===== src/rtl/led_pwm_blinker.sv =====
// led_pwm_blinker: multi-channel LED driver with OFF / ON / BLINK / PWM modes.
// All channels are stepped by one shared prescaled tick. The LED outputs and
// TICK are registered.
// Optional feature: define LED_PWM_BLINKER_BREATHE_EN to make PWM channels
// "breathe". Their duty then ramps up and down by one step per PWM frame.
// Without the macro, duty stays at the value last written.

module led_pwm_blinker #(
  parameter int NUM_CH     = 3,
  parameter int CNT_W      = 24,
  parameter int PWM_W      = 8,
  parameter int PRESCALE   = 12,
  parameter int ACTIVE_LOW = 1
) (
  input  logic              CLK,
  input  logic              RST,
  input  logic              ENABLE,
  input  logic              CFG_WE,
  input  logic [3:0]        CFG_CH,
  input  logic [1:0]        CFG_MODE,
  input  logic [CNT_W-1:0]  CFG_PERIOD,
  input  logic [PWM_W-1:0]  CFG_DUTY,
  output logic              TICK,
  output logic [NUM_CH-1:0] LED
);

  localparam int              PRE_W    = (PRESCALE > 1) ? $clog2(PRESCALE) : 1;
  localparam logic [PRE_W-1:0] PRE_MAX  = PRE_W'(PRESCALE - 1);
  localparam logic [PWM_W-1:0] DUTY_MAX = '1;
  localparam logic [NUM_CH-1:0] DARK    = {NUM_CH{ACTIVE_LOW[0]}};

  typedef enum logic [1:0] {
    MODE_OFF   = 2'd0,
    MODE_ON    = 2'd1,
    MODE_BLINK = 2'd2,
    MODE_PWM   = 2'd3
  } mode_t;

  logic [PRE_W-1:0]  pre_cnt;
  logic [PWM_W-1:0]  pwm_cnt;
  logic              tick_int;
  logic              cfg_hit;
  logic [NUM_CH-1:0] wr_sel;
  logic [NUM_CH-1:0] state;

  // Internal tick fires on the last prescaler count, but only while running
  always_comb begin
    tick_int = ENABLE && (pre_cnt == PRE_MAX);
  end

  // Decode the config write. The full 4-bit index is compared, so any
  // out-of-range index selects no channel.
  always_comb begin
    cfg_hit = CFG_WE && (32'(CFG_CH) < NUM_CH);
    wr_sel  = '0;
    for (int i = 0; i < NUM_CH; i++) begin
      wr_sel[i] = cfg_hit && (32'(CFG_CH) == i);
    end
  end

  // Shared prescaler, PWM frame counter and registered tick output
  always_ff @(posedge CLK) begin
    if (RST) begin
      pre_cnt <= '0;
      pwm_cnt <= '0;
      TICK    <= 1'b0;
    end else begin
      TICK <= tick_int;
      if (ENABLE) begin
        pre_cnt <= tick_int ? '0 : pre_cnt + 1'b1;
      end
      if (tick_int) begin
        pwm_cnt <= pwm_cnt + 1'b1;
      end
    end
  end

  for (genvar g = 0; g < NUM_CH; g++) begin : g_ch
    mode_t            mode;
    logic [CNT_W-1:0] period;
    logic [CNT_W-1:0] cnt;
    logic [PWM_W-1:0] duty;
    logic             st;
`ifdef LED_PWM_BLINKER_BREATHE_EN
    logic             dir_up;
`endif

    assign state[g] = st;

    // Per-channel state. A config write to this channel takes priority over
    // a tick in the same cycle, so that tick is dropped for this channel only.
    always_ff @(posedge CLK) begin
      if (RST) begin
        mode   <= MODE_OFF;
        period <= '0;
        duty   <= '0;
        cnt    <= '0;
        st     <= 1'b0;
`ifdef LED_PWM_BLINKER_BREATHE_EN
        dir_up <= 1'b1;
`endif
      end else if (wr_sel[g]) begin
        mode   <= mode_t'(CFG_MODE);
        period <= CFG_PERIOD;
        duty   <= CFG_DUTY;
        cnt    <= '0;
        st     <= 1'b0;
`ifdef LED_PWM_BLINKER_BREATHE_EN
        dir_up <= 1'b1;
`endif
      end else if (tick_int) begin
        case (mode)
          MODE_OFF: st <= 1'b0;
          MODE_ON:  st <= 1'b1;
          MODE_BLINK: begin
            if (cnt == '0) begin
              cnt <= period;
              st  <= ~st;
            end else begin
              cnt <= cnt - 1'b1;
            end
          end
          MODE_PWM: begin
            st <= (pwm_cnt < duty);
`ifdef LED_PWM_BLINKER_BREATHE_EN
            if (pwm_cnt == DUTY_MAX) begin
              if (dir_up) begin
                if (duty == DUTY_MAX) begin
                  duty   <= duty - 1'b1;
                  dir_up <= 1'b0;
                end else begin
                  duty <= duty + 1'b1;
                end
              end else begin
                if (duty == '0) begin
                  duty   <= duty + 1'b1;
                  dir_up <= 1'b1;
                end else begin
                  duty <= duty - 1'b1;
                end
              end
            end
`endif
          end
          default: st <= 1'b0;
        endcase
      end
    end
  end

  // LED pins follow channel state one clock later, with polarity applied
  always_ff @(posedge CLK) begin
    if (RST) begin
      LED <= DARK;
    end else begin
      LED <= state ^ DARK;
    end
  end

endmodule

===== config.mk =====
export PLATFORM = sky130hd
export DESIGN_NAME = led_pwm_blinker
export DESIGN_NICKNAME = d
export VERILOG_FILES = /design/src/rtl/led_pwm_blinker.sv
export SDC_FILE = /design/constraint.sdc
export NUM_CORES = 1
export LEC_CHECK = 0
export ABC_CLOCK_PERIOD_IN_PS = 2500
export BUFFER_PORTS_ARGS = -buffer_cell sky130_fd_sc_hd__clkbuf_2
export CORE_MARGIN = 10
export CORE_UTILIZATION = 25
export DETAILED_ROUTE_END_ITERATION = 8
export HOLD_SLACK_MARGIN = 0.12
export SETUP_SLACK_MARGIN = 0.2
export SYNTH_ARGS = -nofsm -noshare
export SYNTH_HDL_FRONTEND = slang
export SYNTH_SLANG_ARGS = --single-unit

===== constraint.sdc =====
create_clock -name CLK -period 2.5 [get_ports CLK]
set_clock_uncertainty 0.15 [all_clocks]
set_input_delay 0 -clock CLK [delete_from_list [all_inputs] [get_ports CLK]]
set_output_delay 0 -clock CLK [all_outputs]
set_load 0.01 [all_outputs]

# Yosys cells after proc, flatten, opt, wreduce, memory -nomap -nowiden
# Index checks and enable logic that the tools add are counted.
# Widths: inputs -> output; s select.
[word_totals]
regBits = 193
in_bits = 42
output_inout_bits = 4
[op_classes]
add_sub_neg = 5
order_cmp = 4
n_eq_ne = 15
mux = 10
bitwise_logic = 4
n_reduce_logical = 21
[op_table]
columns = ["cell", "count"]
rows = [
  ["$logic_not 24->1", 3],
  ["$mux 24", 3],
  ["$sub 24x1->24 const B", 3],
  ["$lt 8x8->1", 3],
  ["$eq 2x2->1 const B", 6],
  ["$pmux 1 s4", 3],
  ["$reduce_and 2->1", 6],
  ["$add 8x1->8 const B", 1],
  ["$eq 2x1->1 const B", 3],
  ["$logic_not 2->1", 3],
  ["$ne 2x2->1 const B", 3],
  ["$reduce_or 2->1", 3],
  ["$logic_and 1x1->1", 5],
  ["$add 4x1->4 const B", 1],
  ["$eq 4x1->1 const B", 1],
  ["$eq 4x2->1 const B", 1],
  ["$eq 4x4->1 const B", 1],
  ["$logic_not 4->1", 1],
  ["$lt 4x2->1 const B", 1],
  ["$mux 4", 1],
  ["$mux 1", 3],
  ["$not 1->1", 3],
  ["$not 3->3", 1],
]

# Logic depth before layout (Yosys ltp)
# Gate-level depths: netlist of the first run.
[depth]
word_depth = 4
ltp_mapped = 9
depth_no_buf = 7

# Worst setup path before layout of the first run
# OpenSTA, ideal clock, no wires.
[synth_timing]
kind = "flip-flop to flip-flop"
from = "register g_ch[2].cnt[0]"
to = "register g_ch[2].cnt[23]"
setup_ns = 0.117
arrival_time_ns = 2.173
t_required_ns = 2.233
setup_slack_ns = 0.060
stages_incl_launch_ff = 10
n_path_buf = 2
period_less_slack_ns = 2.440
cell_sequence = "dfxtp_1 -> inv_1 -> ha_1 -> nor4b_1 -> nand3b_4 -> or2_1 -> clkbuf_1 -> buf_2 -> a31o_1 -> a32o_1"
[synth_between]
elab_chain_cells = 2
[synth_rtl]
columns = ["item", "line_no", "rtl"]
rows = [
  ["from (decl)", "81", "logic [CNT_W-1:0] cnt;"],
  ["from (signal assigned)", "117", "cnt <= period;"],
  ["from (signal assigned)", "120", "cnt <= cnt - 1'b1;"],
  ["$sub 24x1->24 or $logic_not 24->1 (tied branches)", "120, 116", ""],
  ["$mux 24 *", "116", "if (cnt == '0) begin"],
]
# Every way passes the cells marked *; elsewhere a longest branch is shown, timed or not.
# A chain may end at the register's enable or synchronous reset.

# Final worst setup path of the first run
[layout_timing]
from = "register g_ch[0].cnt[0]"
to = "register g_ch[0].cnt[11]"
[layout_between]
elab_chain_cells = 2
[layout_rtl]
columns = ["item", "line_no"]
rows = [
  ["from (decl)", "81"],
  ["from (signal assigned)", "117"],
  ["from (signal assigned)", "120"],
  ["$sub 24x1->24 or $logic_not 24->1 (tied branches)", "120, 116"],
  ["$mux 24 *", "116"],
]
# Marked as above.

==> impl_summary.log, run 1 <==
[metrics] run status: completed
[metrics] Critical Path Start Type: register
[metrics] total power per unit cell area: 533 nW/um^2
[metrics] peak supply drop: 0.524 mV
[metrics] final design instance area without fill: 11,700 um^2
[metrics] type of destination of the critical path: register
[metrics] RSZ-0062 raised after global routing: true
[metrics] number of fillers in the final layout: between 3,000 and 4,000
[metrics] post-synthesis xor/xnor area fraction: less than 1%
[metrics] final worst-path cycle share: 93.4%
[metrics] Cell variety after synth: 68
[metrics] total net switching power: about 1600 uW
[metrics] maximum frequency from static timing analysis: 428 MHz
[metrics] number of hold violations in the final report: 0
[metrics] Avg WL per Cell: 16.2 um
[metrics] DR iter-0 viols: 720
[metrics] total negative slack: 0 ns
[metrics] cell area after placement: 10,500 um^2
[metrics] Hold WC Path Type: input pin to register
[metrics] transition time at the pin with the least slew margin: 0.746 ns
[metrics] number of warning messages in the yosys log: 0
[metrics] clock transition at the registers of the reported paths: 0.09 ns
[metrics] via count: 9,114
[metrics] leakage power figure: roughly 0.0041 uW
[metrics] Max-Cap Viols: 0
[metrics] HPWL after detailed placement: 20.5 mm
[metrics] clock tree from TritonCTS: yes
[metrics] post-synthesis net count: roughly 1,300
[metrics] sequential element share of the synthesized area: 41.1%
[metrics] adder-cell share of the synthesized area: under 10%
[metrics] sum of routed wire length over all layers: between 20 and 30 mm
[metrics] worst hold path cell count: 5
[metrics] htree depth: 4
[metrics] remaining antenna violation count after routing: 0
[metrics] number of antenna violations at the first check in global routing: 0
[metrics] mux cell area share after synthesis: 1.53%
[metrics] share of cells above drive strength 1: 15.6%
[metrics] Worst EP required: 2.74 ns
[metrics] TritonRoute pass-1 iters: 5
[metrics] highest fanout seen on the critical path: 8
[metrics] count of clock tree sinks: 193
[metrics] Clock power frac: 45.6%
[metrics] highest-count cells in the layout ignoring fill and taps: nand2_1 (267), dfxtp_1 (191), a21oi_1 (144)
[metrics] proportion of power drawn by combinational gates: 4.6%
[metrics] wire length of the first global-routing pass: 47.2 mm
[metrics] Period minus WS final: ~2.3 ns
[metrics] Crit Path Class: register to register
[metrics] Post-synth EDFFs: 0
[metrics] total global routing track utilization: 12.4%
[metrics] Inserted Clock Buffers: 17
[metrics] die extent in x: between 200 and 250 um
[metrics] # nets final: 1,378
[metrics] maximum count of clock buffers along a single path: 2
[metrics] residual overflow from global routing: 0
[metrics] via count of the first global-routing pass: 8,807
[metrics] Cell Int Power: 4640 uW
[metrics] crit path DAT: 2.58 ns
[metrics] overall power consumption: 6240 uW
[metrics] count of final max-slew check failures: 0
[metrics] simple logic cell fraction of the synthesized area: 25.2%
[metrics] root buffer selected by CTS: clkbuf_16
[metrics] register share of total power: 49.8%
[metrics] number of I/O port buffers: between 40 and 50
[metrics] pin count of the biggest net entering global routing: 54
[metrics] cell count after synthesis: 1,211
[metrics] count of final setup violators: 0
[metrics] dominant synthesized flop cell: dfxtp_1
[metrics] clock insertion delay at the later pin of the skew report: 0.44 ns
[metrics] reg2reg path depth: 7
[metrics] Die Y: ~210 um
[metrics] number of top-level pins: 46
[metrics] via count normalized by instance count: between 4 and 5
[metrics] initial standard-cell utilization of the core: about a quarter
[metrics] ANT cells: 0
[metrics] Die Outline Area: between 40,000 and 50,000 um^2
[metrics] layout overhead on the synthesized area: 24.4%
[metrics] slew margin rel.: 50.3%
[metrics] syn_area_per_cell: 7.77 um^2
[metrics] most frequent standard cell in the layout excluding fill and tap cells: nand2_1
[metrics] switching share of power: approximately a quarter
[metrics] flop and latch count out of synthesis: 193
[metrics] total standard cell area after synthesis: 9410 um^2
[metrics] number of design rule violations left after detail routing: 0
[metrics] combinational family with the most area after synthesis: simple AND/OR/NAND/NOR gates
[metrics] share of the synthesized area in compound gates (AO/OA/AOI/OAI): 22.1%
[metrics] async set-or-reset flop fraction in the synthesized netlist: 0%
[metrics] core outline area: 36,900 um^2
[metrics] final RePlAce weighted congestion: 0.881
[metrics] placement row count: 70
==> power by group through the flow <==
stage	Sequential [uW]	Combinational (uW)	Clock, uW
floorplan	3180	113	0
global placement	3180	230	0
detailed placement	3180	233	0
CTS	3110	284	2900
global route	3110	308	3030
finish	3110	285	2840
==> synthesized netlist by cell type, types with 9 or more instances <==
master / number / area [um^2]
ha_1: 29 / 363
nand4_1: 9 / 56.3
a221oi_1: 16 / 140
nor2_1: 47 / 176
nor3_1: 38 / 190
nor2b_1: 9 / 56.3
nor4_1: 20 / 125
a211oi_1: 14 / 105
o22ai_1: 16 / 100
or3_1: 9 / 56.3
nand3_1: 29 / 145
o21ai_0: 55 / 275
a31oi_1: 16 / 100
nand2b_1: 18 / 113
nand2_1: 269 / 1010
or4_1: 13 / 97.6
clkbuf_1: 67 / 251
dfxtp_1: 193 / 3860
mux2i_1: 11 / 110
o2bb2ai_1: 15 / 131
a21oi_1: 144 / 721
inv_1: 53 / 199
==> repair_timing <==
item                                    in CTS  in global routing
gates resized for setup                      3                 35
buffers inserted                             2                 11
hold buffers                                38                  0
endpoints found under the setup margin      11                 56
pin swaps                                    1                 10
hold endpoints to repair                   113                  0
==> worst paths after layout <==
path	slack [ns]	end	startpoint
worst max register to register	0.17	g_ch[0].cnt[11]$_SDFFE_PP0P_	g_ch[0].cnt[0]$_SDFFE_PP0P_
worst min-delay path	0.16	g_ch[2].mode[0]$_SDFFE_PP0P_	CFG_CH[1]
worst min register to register	0.28	LED[1]$_SDFF_PP1_	g_ch[1].st$_SDFFE_PP0P_
worst max-delay path	0.17	g_ch[0].cnt[11]$_SDFFE_PP0P_	g_ch[0].cnt[0]$_SDFFE_PP0P_
==> cell type report <==
type,count,area (um^2),area share (%)
clock buffers,17,425,3.64
multi-input cells,887,5210,44.5
clock inverters,15,186,1.59
flip-flops and latches,193,3870,33.1
well taps,504,631,5.39
inverters,53,204,1.74
repair buffers,155,1170,10.0
==> metal layers <==
layer	routed length [um]	up-vias	track usage [%]
met5	0	-	0
met4	415	0	3.76
met3	1120	28	2.01
met2	13900	197	20.3
met1	14100	4391	16.3
li1	-	4498	-
==> stage by stage <==
step	utilization, %	std cells	hold WS, ns	worst slack (ns)
after CTS	31.1	1813	0.152	0.163
after global routing	31.7	1824	0.157	0.0897
after detailed placement	28.4	1741	0.114	0.0704
final	31.7	1824	0.158	0.166
after floorplan	-	1211	-0.0140	0.227
after global placement	28.4	1741	0.110	0.111
==> cell families (layout without fill, tap and decap cells) <==
family,after synthesis,count (layout)
flops,193,193
fa+ha+maj,29,29
mux,14,14
compound gates,335,335
simple gates,500,500
xor+xnor,9,9
buf+inv,131,240
==> sequential cells by signal, summed over array words and instances (netlist names) <==
name and count:
TICK 1, pre_cnt 4, g_ch.period 72, g_ch.mode 6, g_ch.duty 24, pwm_cnt 8
g_ch.st 3, LED 3, g_ch.cnt 72
==> worst max-delay path: stages, from the launching register on <==
cell     delay [ns]
dfxtp_4        0.37
inv_4          0.07
ha_4           0.11
or3b_4         0.38
or3_4          0.40
or3_4          0.47
a41oi_2        0.15
o221a_1        0.19
(Power assumes the default switching activity.)
==> run 2, diff against run 1 <==
--- a/config.mk
+++ b/config.mk
@@ -5,12 +5,13 @@
 export SDC_FILE = /design/constraint.sdc
 export NUM_CORES = 1
 export LEC_CHECK = 0
-export ABC_CLOCK_PERIOD_IN_PS = 2500
+export ABC_CLOCK_PERIOD_IN_PS = 2200
 export BUFFER_PORTS_ARGS = -buffer_cell sky130_fd_sc_hd__clkbuf_2
 export CORE_MARGIN = 10
 export CORE_UTILIZATION = 25
 export DETAILED_ROUTE_END_ITERATION = 8
 export HOLD_SLACK_MARGIN = 0.12
+export MAX_ROUTING_LAYER = met4
 export SETUP_SLACK_MARGIN = 0.2
 export SYNTH_ARGS = -nofsm -noshare
 export SYNTH_HDL_FRONTEND = slang
==> constraint.sdc (replaced) <==
create_clock -name CLK -period 2.2 [get_ports CLK]
set_clock_uncertainty 0.15 [all_clocks]
set_input_delay 0 -clock CLK [delete_from_list [all_inputs] [get_ports CLK]]
set_output_delay 0 -clock CLK [all_outputs]
set_load 0.01 [all_outputs]
==> impl_summary.log, run 2 (synthesized netlist as in run 1, its figures left out) <==
[metrics] HPWL after detailed placement: 22.1 mm (+7.9%)
[metrics] number of hold violations in the final report: 0 (unchanged)
[metrics] ANT cells: 0 (unchanged)
[metrics] Inserted Clock Buffers: 17 (unchanged)
[metrics] startpoint of the worst-slack reg-to-reg timing path: g_ch[0].cnt[0]$_SDFFE_PP0P_
[metrics] layout overhead on the synthesized area: 46.4%
[metrics] maximum count of clock buffers along a single path: 2 (unchanged)
[metrics] via count: 9,805 (+7.6%)
[metrics] critical hold path startpoint: CFG_WE
[metrics] highest-count cells in the layout ignoring fill and taps: nand2_1 (267), dfxtp_1 (180), a21oi_1 (135)
[metrics] initial standard-cell utilization of the core: 25.5% (unchanged)
[metrics] source of the critical timing path: g_ch[0].cnt[0]$_SDFFE_PP0P_
[metrics] final RePlAce weighted congestion: 0.886 (+0.58%)
[metrics] number of I/O port buffers: 45 (unchanged)
[metrics] remaining antenna violation count after routing: 0 (unchanged)
[metrics] run status: complete, but fails checks
[metrics] clock insertion delay at the later pin of the skew report: 0.44 ns (about the same)
[metrics] hold slack: 0.187 ns (+0.0287 ns)
[metrics] total power per unit cell area: 513 nW/um^2 (-3.8%)
[metrics] via count normalized by instance count: 5.10 (+2.1%)
[metrics] cells along the critical path: inv_2, ha_4, or3b_4, or3_4, or3_4, a41oi_2, o221a_1
[metrics] maximum frequency from static timing analysis: 446 MHz (+4.2%)
[metrics] highest fanout seen on the critical path: 8 (unchanged)
[metrics] final worst-path cycle share: 102% (+8.4 points)
[metrics] count of clock tree sinks: 193 (unchanged)
[metrics] residual overflow from global routing: 0 (unchanged)
[metrics] transition time at the pin with the least slew margin: 0.798 ns (+0.0525 ns)
[metrics] wire length of the first global-routing pass: 51.1 mm (+8.2%)
[metrics] number of antenna violations at the first check in global routing: 0 (unchanged)
[metrics] pin count of the biggest net entering global routing: 40 (-26%)
[metrics] sum of routed wire length over all layers: 33.3 mm (+12%)
[metrics] type of destination of the critical path: register
[metrics] Avg WL per Cell: 17.3 um (+6.8%)
[metrics] register cell area after layout: 3880 um^2 (+0.36%)
[metrics] count of final setup violators: 7 (+7)
[metrics] htree depth: 4 (unchanged)
[metrics] slew margin rel.: 46.6% (-3.7 points)
[metrics] number of design rule violations left after detail routing: 0 (unchanged)
[metrics] die extent in x: 214 um (unchanged)
[metrics] clock tree from TritonCTS: yes
[metrics] overall power consumption: 7070 uW (+13%)
[metrics] largest registers ranked by flip-flop count: g_ch.cnt (72), g_ch.period (72), g_ch.duty (24)
[metrics] Period minus WS final: 2.24 ns (-0.0943 ns)
[metrics] most frequent standard cell in the layout excluding fill and tap cells: nand2_1
[metrics] placement row count: 70 (unchanged)
[metrics] total global routing track utilization: 13.8% (+1.4 points)
[metrics] via count of the first global-routing pass: 9,385 (+6.6%)
[metrics] minimum setup slack after placement: -0.170 ns (-0.240 ns)
[metrics] Max-Cap Viols: 0 (unchanged)
[metrics] Worst EP required: 2.43 ns (-0.31 ns)
[metrics] number of top-level pins: 46 (unchanged)
[metrics] Multi-input gate area: 6280 um^2 (+21%)
[metrics] crit-path most repeated cell: or3_4
[metrics] root buffer selected by CTS: clkbuf_16
[metrics] core outline area: 36,900 um^2 (unchanged)
[metrics] Critical Path Start Type: register
[metrics] count of final max-slew check failures: 0 (unchanged)
[metrics] Die Outline Area: 45,800 um^2 (unchanged)
[metrics] Die Y: 214 um (unchanged)
[metrics] TritonRoute pass-1 iters: 5 (unchanged)
[metrics] cell with the largest stage delay on the worst path: or3_4
[metrics] share of cells above drive strength 1: 31.1% (+15 points)
[metrics] peak supply drop: 0.382 mV (-27%)
[metrics] # nets final: 1,480 (+7.4%)
[metrics] leakage power figure: 0.00494 uW (+20%)
[metrics] number of fillers in the final layout: 3,675 (-6.5%)
[metrics] crit path DAT: 2.47 ns (-0.11 ns)
[metrics] Hold WC Path Type: input pin to register
[metrics] CP max stage delay: 0.41 ns (-0.06 ns)
[metrics] clock transition at the registers of the reported paths: 0.07 ns (-0.02 ns)
[metrics] Crit Path Class: register to register
[metrics] crit path setup slack, layout: -0.0401 ns (-0.206 ns)
[metrics] violated checks: negative setup slack
[metrics] DR iter-0 viols: 647 (-10%)
[metrics] RSZ-0062 raised after global routing: true
## run 2: timing repair
item | CTS | global route
pin swaps | 59 | 52
setup buffers | 29 | 11
hold buffers | 42 | 0
cloned | 4 | 2
endpoints found under the setup margin | 74 | 77
resized for setup | 128 | 121
endpoints found under the hold margin | 125 | 0
## run 2: where the power goes
| group | internal (uW) | leakage, uW | switching (uW) | total (uW) |
|---|---|---|---|---|
| clock network | 1790 | 0.000276 | 1380 | 3170 |
| registers | 3520 | 0.00156 | 20.2 | 3540 |
| logic | 142 | 0.00310 | 211 | 354 |
## run 2: per-layer routing
metal	up-vias	GRT usage, %	wire [um]
li1	4734	-	-
met1	4755	17.9	14900
met2	259	21.6	15900
met3	57	1.83	1530
met4	0	5.24	947
met5	-	-	0
## run 2: worst max-delay path: cells and delay by family (launching register included)
family,cells,cell delay [ns]
and+or+nand+nor,3,1.16
AOI/OAI and AO/OA,2,0.35
buffers and inverters,1,0.07
adders and majority gates,1,0.12
DFF,1,0.32
## run 2: final cells by class
| class | instances | area share [%] |
|---|---|---|
| Tap cell | 504 | 4.58 |
| Timing Repair Buffer | 256 | 16.0 |
| Multi-Input combinational cell | 888 | 45.6 |
| Sequential cell | 193 | 28.2 |
| Clock inverter | 10 | 1.02 |
| Inverter | 53 | 1.46 |
| Clock buffer | 18 | 3.19 |
## run 2: final timing paths
path	end	slack [ns]	cells after the start
setup / recovery	g_ch[0].cnt[11]$_SDFFE_PP0P_	-0.04	7
hold reg to reg	LED[1]$_SDFF_PP1_	0.30	1
setup reg to reg	g_ch[0].cnt[11]$_SDFFE_PP0P_	-0.04	7
hold / removal	g_ch[2].duty[4]$_SDFFE_PP0P_	0.19	5
## run 2: per-stage QoR
| stage | utilization, % | cells | instance area (um^2) | TNS [ns] |
|---|---|---|---|---|
| 2_1_floorplan | - | 1211 | 9700 | -0.366 |
| 3_3_place_gp | 30.3 | 1806 | 11200 | -1.01 |
| 3_5_place_dp | 30.3 | 1806 | 11200 | -1.31 |
| 4_1_cts | 35.2 | 1909 | 13000 | -0.0357 |
| 5_1_grt | 37.4 | 1922 | 13800 | -1.04 |
| 6_report | 37.4 | 1922 | 13800 | -0.100 |
==> run 3, diff against run 2 <==
--- a/config.mk
+++ b/config.mk
@@ -5,14 +5,17 @@
 export SDC_FILE = /design/constraint.sdc
 export NUM_CORES = 1
 export LEC_CHECK = 0
+export ABC_AREA = 1
 export ABC_CLOCK_PERIOD_IN_PS = 2200
 export BUFFER_PORTS_ARGS = -buffer_cell sky130_fd_sc_hd__clkbuf_2
 export CORE_MARGIN = 10
 export CORE_UTILIZATION = 25
+export CTS_BUF_LIST = sky130_fd_sc_hd__clkbuf_4 sky130_fd_sc_hd__clkbuf_8 sky130_fd_sc_hd__clkbuf_16
 export DETAILED_ROUTE_END_ITERATION = 8
 export HOLD_SLACK_MARGIN = 0.12
 export MAX_ROUTING_LAYER = met4
 export SETUP_SLACK_MARGIN = 0.2
+export SLEW_MARGIN = 20
 export SYNTH_ARGS = -nofsm -noshare
 export SYNTH_HDL_FRONTEND = slang
 export SYNTH_SLANG_ARGS = --single-unit
==> impl_summary.log, run 3 <==
[metrics] run status: completed
[metrics] slew margin rel.: 46.1% (-0.45 points)
[metrics] remaining antenna violation count after routing: 0 (unchanged)
[metrics] initial standard-cell utilization of the core: 25.1% (-0.37 points)
[metrics] final core occ: 29.9% (-7.4 points)
[metrics] largest registers ranked by flip-flop count: g_ch.cnt (72), g_ch.period (72), g_ch.duty (24)
[metrics] total global routing track utilization: 12.5% (-1.4 points)
[metrics] clock tree from TritonCTS: yes
[metrics] layout overhead on the synthesized area: 19.0%
[metrics] pin count of the biggest net entering global routing: 68 (+70%)
[metrics] leakage power figure: 0.00527 uW (+6.8%)
[metrics] share of cells above drive strength 1: 9.77% (-21 points)
[metrics] Hold WC Path Type: input pin to register
[metrics] reg2reg path depth: 11 (+4)
[metrics] HPWL after detailed placement: 22.3 mm (+0.81%)
[metrics] type of destination of the critical path: register
[metrics] Worst EP required: 2.39 ns (-0.04 ns)
[metrics] number of design rule violations left after detail routing: 0 (unchanged)
[metrics] peak supply drop: 0.345 mV (-9.5%)
[metrics] die extent in x: 225 um (+5.1%)
[metrics] Worst R2R End: g_ch[2].cnt[2]$_SDFFE_PP0P_
[metrics] Crit Path Class: register to register
[metrics] Die Y: 225 um (+5.1%)
[metrics] Die Outline Area: 50,600 um^2 (+11%)
[metrics] syn_area_per_cell: 6.50 um^2 (-16%)
[metrics] combinational family with the most area after synthesis: simple AND/OR/NAND/NOR gates
[metrics] simple logic cell fraction of the synthesized area: 37.5% (+12 points)
[metrics] clock insertion delay at the later pin of the skew report: 0.44 ns (about the same)
[metrics] crit path setup slack, layout: 0.310 ns (+0.350 ns)
[metrics] count of final max-slew check failures: 0 (unchanged)
[metrics] number of antenna violations at the first check in global routing: 0 (unchanged)
[metrics] Post-synth EDFFs: 0 (unchanged)
[metrics] count of clock tree sinks: 193 (unchanged)
[metrics] startpoint of the worst-slack reg-to-reg timing path: pre_cnt[0]$_SDFFE_PP0P_
[metrics] clock transition at the registers of the reported paths: 0.08 ns (about the same)
[metrics] highest fanout seen on the critical path: 12 (+4)
[metrics] number of hold violations in the final report: 0 (unchanged)
[metrics] transition time at the pin with the least slew margin: 0.805 ns (+0.00710 ns)
[metrics] share of the synthesized area in compound gates (AO/OA/AOI/OAI): 13.4% (-8.6 points)
[metrics] minimum setup slack after placement: 0.209 ns (+0.379 ns)
[metrics] dominant synthesized flop cell: dfxtp_1
[metrics] most instantiated library cell after synthesis: nand2_1
[metrics] via count: 10,500 (+7.0%)
[metrics] number of warning messages in the yosys log: 0 (unchanged)
[metrics] async set-or-reset flop fraction in the synthesized netlist: 0% (unchanged)
[metrics] most frequent standard cell in the layout excluding fill and tap cells: nand2_1
[metrics] mux cell area share after synthesis: 0% (-1.5 points)
[metrics] cell count after synthesis: 1,616 (+33%)
[metrics] root buffer selected by CTS: clkbuf_16
[metrics] Inserted Clock Buffers: 17 (unchanged)
[metrics] worst reg-to-reg setup slack: 0.31 ns (+0.35 ns)
[metrics] maximum frequency from static timing analysis: 529 MHz (+18%)
[metrics] number of fillers in the final layout: 4,539 (+24%)
[metrics] final worst-path cycle share: 85.9% (-16 points)
[metrics] worst hold path cell count: 7 (+2)
[metrics] core outline area: 41,800 um^2 (+13%)
[metrics] total negative slack: 0 ns (+0.100 ns)
[metrics] residual overflow from global routing: 0 (unchanged)
[metrics] count of final setup violators: 0 (-7)
[metrics] flop and latch count out of synthesis: 193 (unchanged)
[metrics] Max-Cap Viols: 0 (unchanged)
[metrics] post-synthesis xor/xnor area fraction: 0.500% (-0.34 points)
[metrics] # nets final: 1,769 (+20%)
[metrics] DR iter-0 viols: 772 (+19%)
[metrics] area share of the largest cell type after synthesis: 36.8% (-4.3 points)
[metrics] sum of routed wire length over all layers: 30.6 mm (-8.0%)
[metrics] htree depth: 4 (unchanged)
[metrics] Period minus WS final: 1.89 ns (-0.350 ns)
[metrics] crit path DAT: 2.08 ns (-0.39 ns)
[metrics] number of top-level pins: 46 (unchanged)
[metrics] Cell variety after synth: 34 (-50%)
[metrics] via count of the first global-routing pass: 9,895 (+5.4%)
[metrics] final RePlAce weighted congestion: 0.920 (+3.8%)
[metrics] adder-cell share of the synthesized area: 3.46% (-0.40 points)
[metrics] most frequent cells after synthesis: nand2_1 (426), nor2_1 (246), a21oi_1 (195)
[metrics] top area cells in the synthesized netlist: dfxtp_1 (37%), nand2_1 (15%), a21oi_1 (9.3%)
[metrics] post-synthesis net count: 1,687 (+32%)
[metrics] maximum count of clock buffers along a single path: 2 (unchanged)
[metrics] placement row count: 75 (+7.1%)
[metrics] sequential element share of the synthesized area: 36.8% (-4.3 points)
[metrics] highest-count cells in the layout ignoring fill and taps: nand2_1 (424), nor2_1 (240), a21oi_1 (195)
[metrics] wire length of the first global-routing pass: 50.5 mm (-1.1%)
[metrics] total power per unit cell area: 568 nW/um^2 (+11%)
[metrics] Critical Path Start Type: register
[metrics] RSZ-0062 raised after global routing: true
[metrics] library cell with the largest summed area after synthesis: dfxtp_1
[metrics] ANT cells: 0 (unchanged)
[metrics] total standard cell area after synthesis: 10,500 um^2 (+12%)
[metrics] critical hold path startpoint: CFG_CH[1]
[metrics] via count normalized by instance count: 4.67 (-8.5%)
[metrics] TritonRoute pass-1 iters: 5 (unchanged)
[metrics] Avg WL per Cell: 13.6 um (-21%)
[metrics] number of I/O port buffers: 45 (unchanged)
[metrics] capture endpoint of the worst hold path: g_ch[0].st$_SDFFE_PP0P_
==> run 3: cell count changes in the layout (fill, tap and decap cells not counted), moves of 16 or more <==
cell and change:
nor3_1 -20, a21oi_1 +60, o22ai_1 -16, buf_6 -22, o21ai_0 +36, inv_1 +81, nand2_1 +157, nor2_1 +198
buf_4 -90, nand2b_1 -18, nand3_1 +146, nand3b_1 +16, nand4_1 +17
==> run 3: layout make-up <==
type	count	area, um^2	area share, %
timing repair buffer	134	1050	8.41
inverter	133	514	4.12
clock buffer	19	453	3.63
multi-input combinational	1219	5810	46.5
tap	539	674	5.40
sequential	193	3870	30.9
clock inverter	12	126	1.01
==> run 3: power breakdown <==
| part | total, uW | internal [uW] | switching (uW) |
|---|---|---|---|
| logic | 411 | 145 | 266 |
| registers | 3550 | 3530 | 18.2 |
| clock network | 3130 | 1650 | 1480 |
| total | 7090 | 5320 | 1770 |
==> run 3: how the worst max path moves through the flow <==
stage / startpoint / to / depth (start not counted)
finish: pre_cnt[0]$_SDFFE_PP0P_ / g_ch[2].cnt[2]$_SDFFE_PP0P_ / 11
global route: pre_cnt[0]$_SDFFE_PP0P_ / g_ch[2].cnt[1]$_SDFFE_PP0P_ / 11
CTS: pre_cnt[0]$_SDFFE_PP0P_ / g_ch[1].cnt[13]$_SDFFE_PP0P_ / 9
detailed placement: pre_cnt[0]$_SDFFE_PP0P_ / g_ch[0].cnt[2]$_SDFFE_PP0P_ / 10
global placement: pre_cnt[0]$_SDFFE_PP0P_ / g_ch[0].cnt[1]$_SDFFE_PP0P_ / 10
floorplan: pre_cnt[0]$_SDFFE_PP0P_ / g_ch[0].cnt[2]$_SDFFE_PP0P_ / 11
==> run 3: worst max-delay path, cell delays in order (launching register included) <==
cell,delay [ns]
dfxtp_2,0.35
ha_1,0.14
nand2_1,0.08
inv_2,0.08
nand3_4,0.17
nor2_4,0.24
clkinv_4,0.10
buf_4,0.18
a21oi_1,0.13
o21ai_1,0.08
nand2_1,0.05
inv_1,0.03
==> run 3: through the flow <==
stage	instance area (um^2)	hold slack, ns	cells	power (uW)
after floorplan	10500	-0.0543	1616	3810
after CTS	12400	0.123	2239	7160
final	12500	0.130	2249	7090
after detailed placement	11300	0.158	2165	3980
after global routing	12500	0.168	2249	7340
after global placement	11300	0.150	2165	3980
==> run 3: metal layers <==
| layer | part of all wire [%] | track usage (%) | up-vias | routed length, um |
|---|---|---|---|---|
| li1 | - | - | 5414 | - |
| met1 | 48 | 16.1 | 4833 | 14600 |
| met2 | 47 | 20.4 | 225 | 14500 |
| met3 | 4.0 | 1.56 | 23 | 1230 |
| met4 | 1.2 | 2.85 | 0 | 352 |
| met5 | 0 | - | - | 0 |
==> run 3: cell families (layout without fill, tap and decap cells) <==
family | Yosys count | count (layout)
AOI/OAI and AO/OA | 274 | 274
adders and majority gates | 29 | 29
DFF | 193 | 193
xor gates and xnor gates | 6 | 6
buffers and inverters | 204 | 298
and+or+nand+nor | 910 | 910
==> run 3: repair_timing <==
action / in CTS / in global routing
pin swaps: 0 / 3
hold endpoints to repair: 119 / 0
gates resized for setup: 1 / 22
setup buffers: 0 / 10
setup endpoints to repair: 1 / 50
hold buffers: 43 / 0
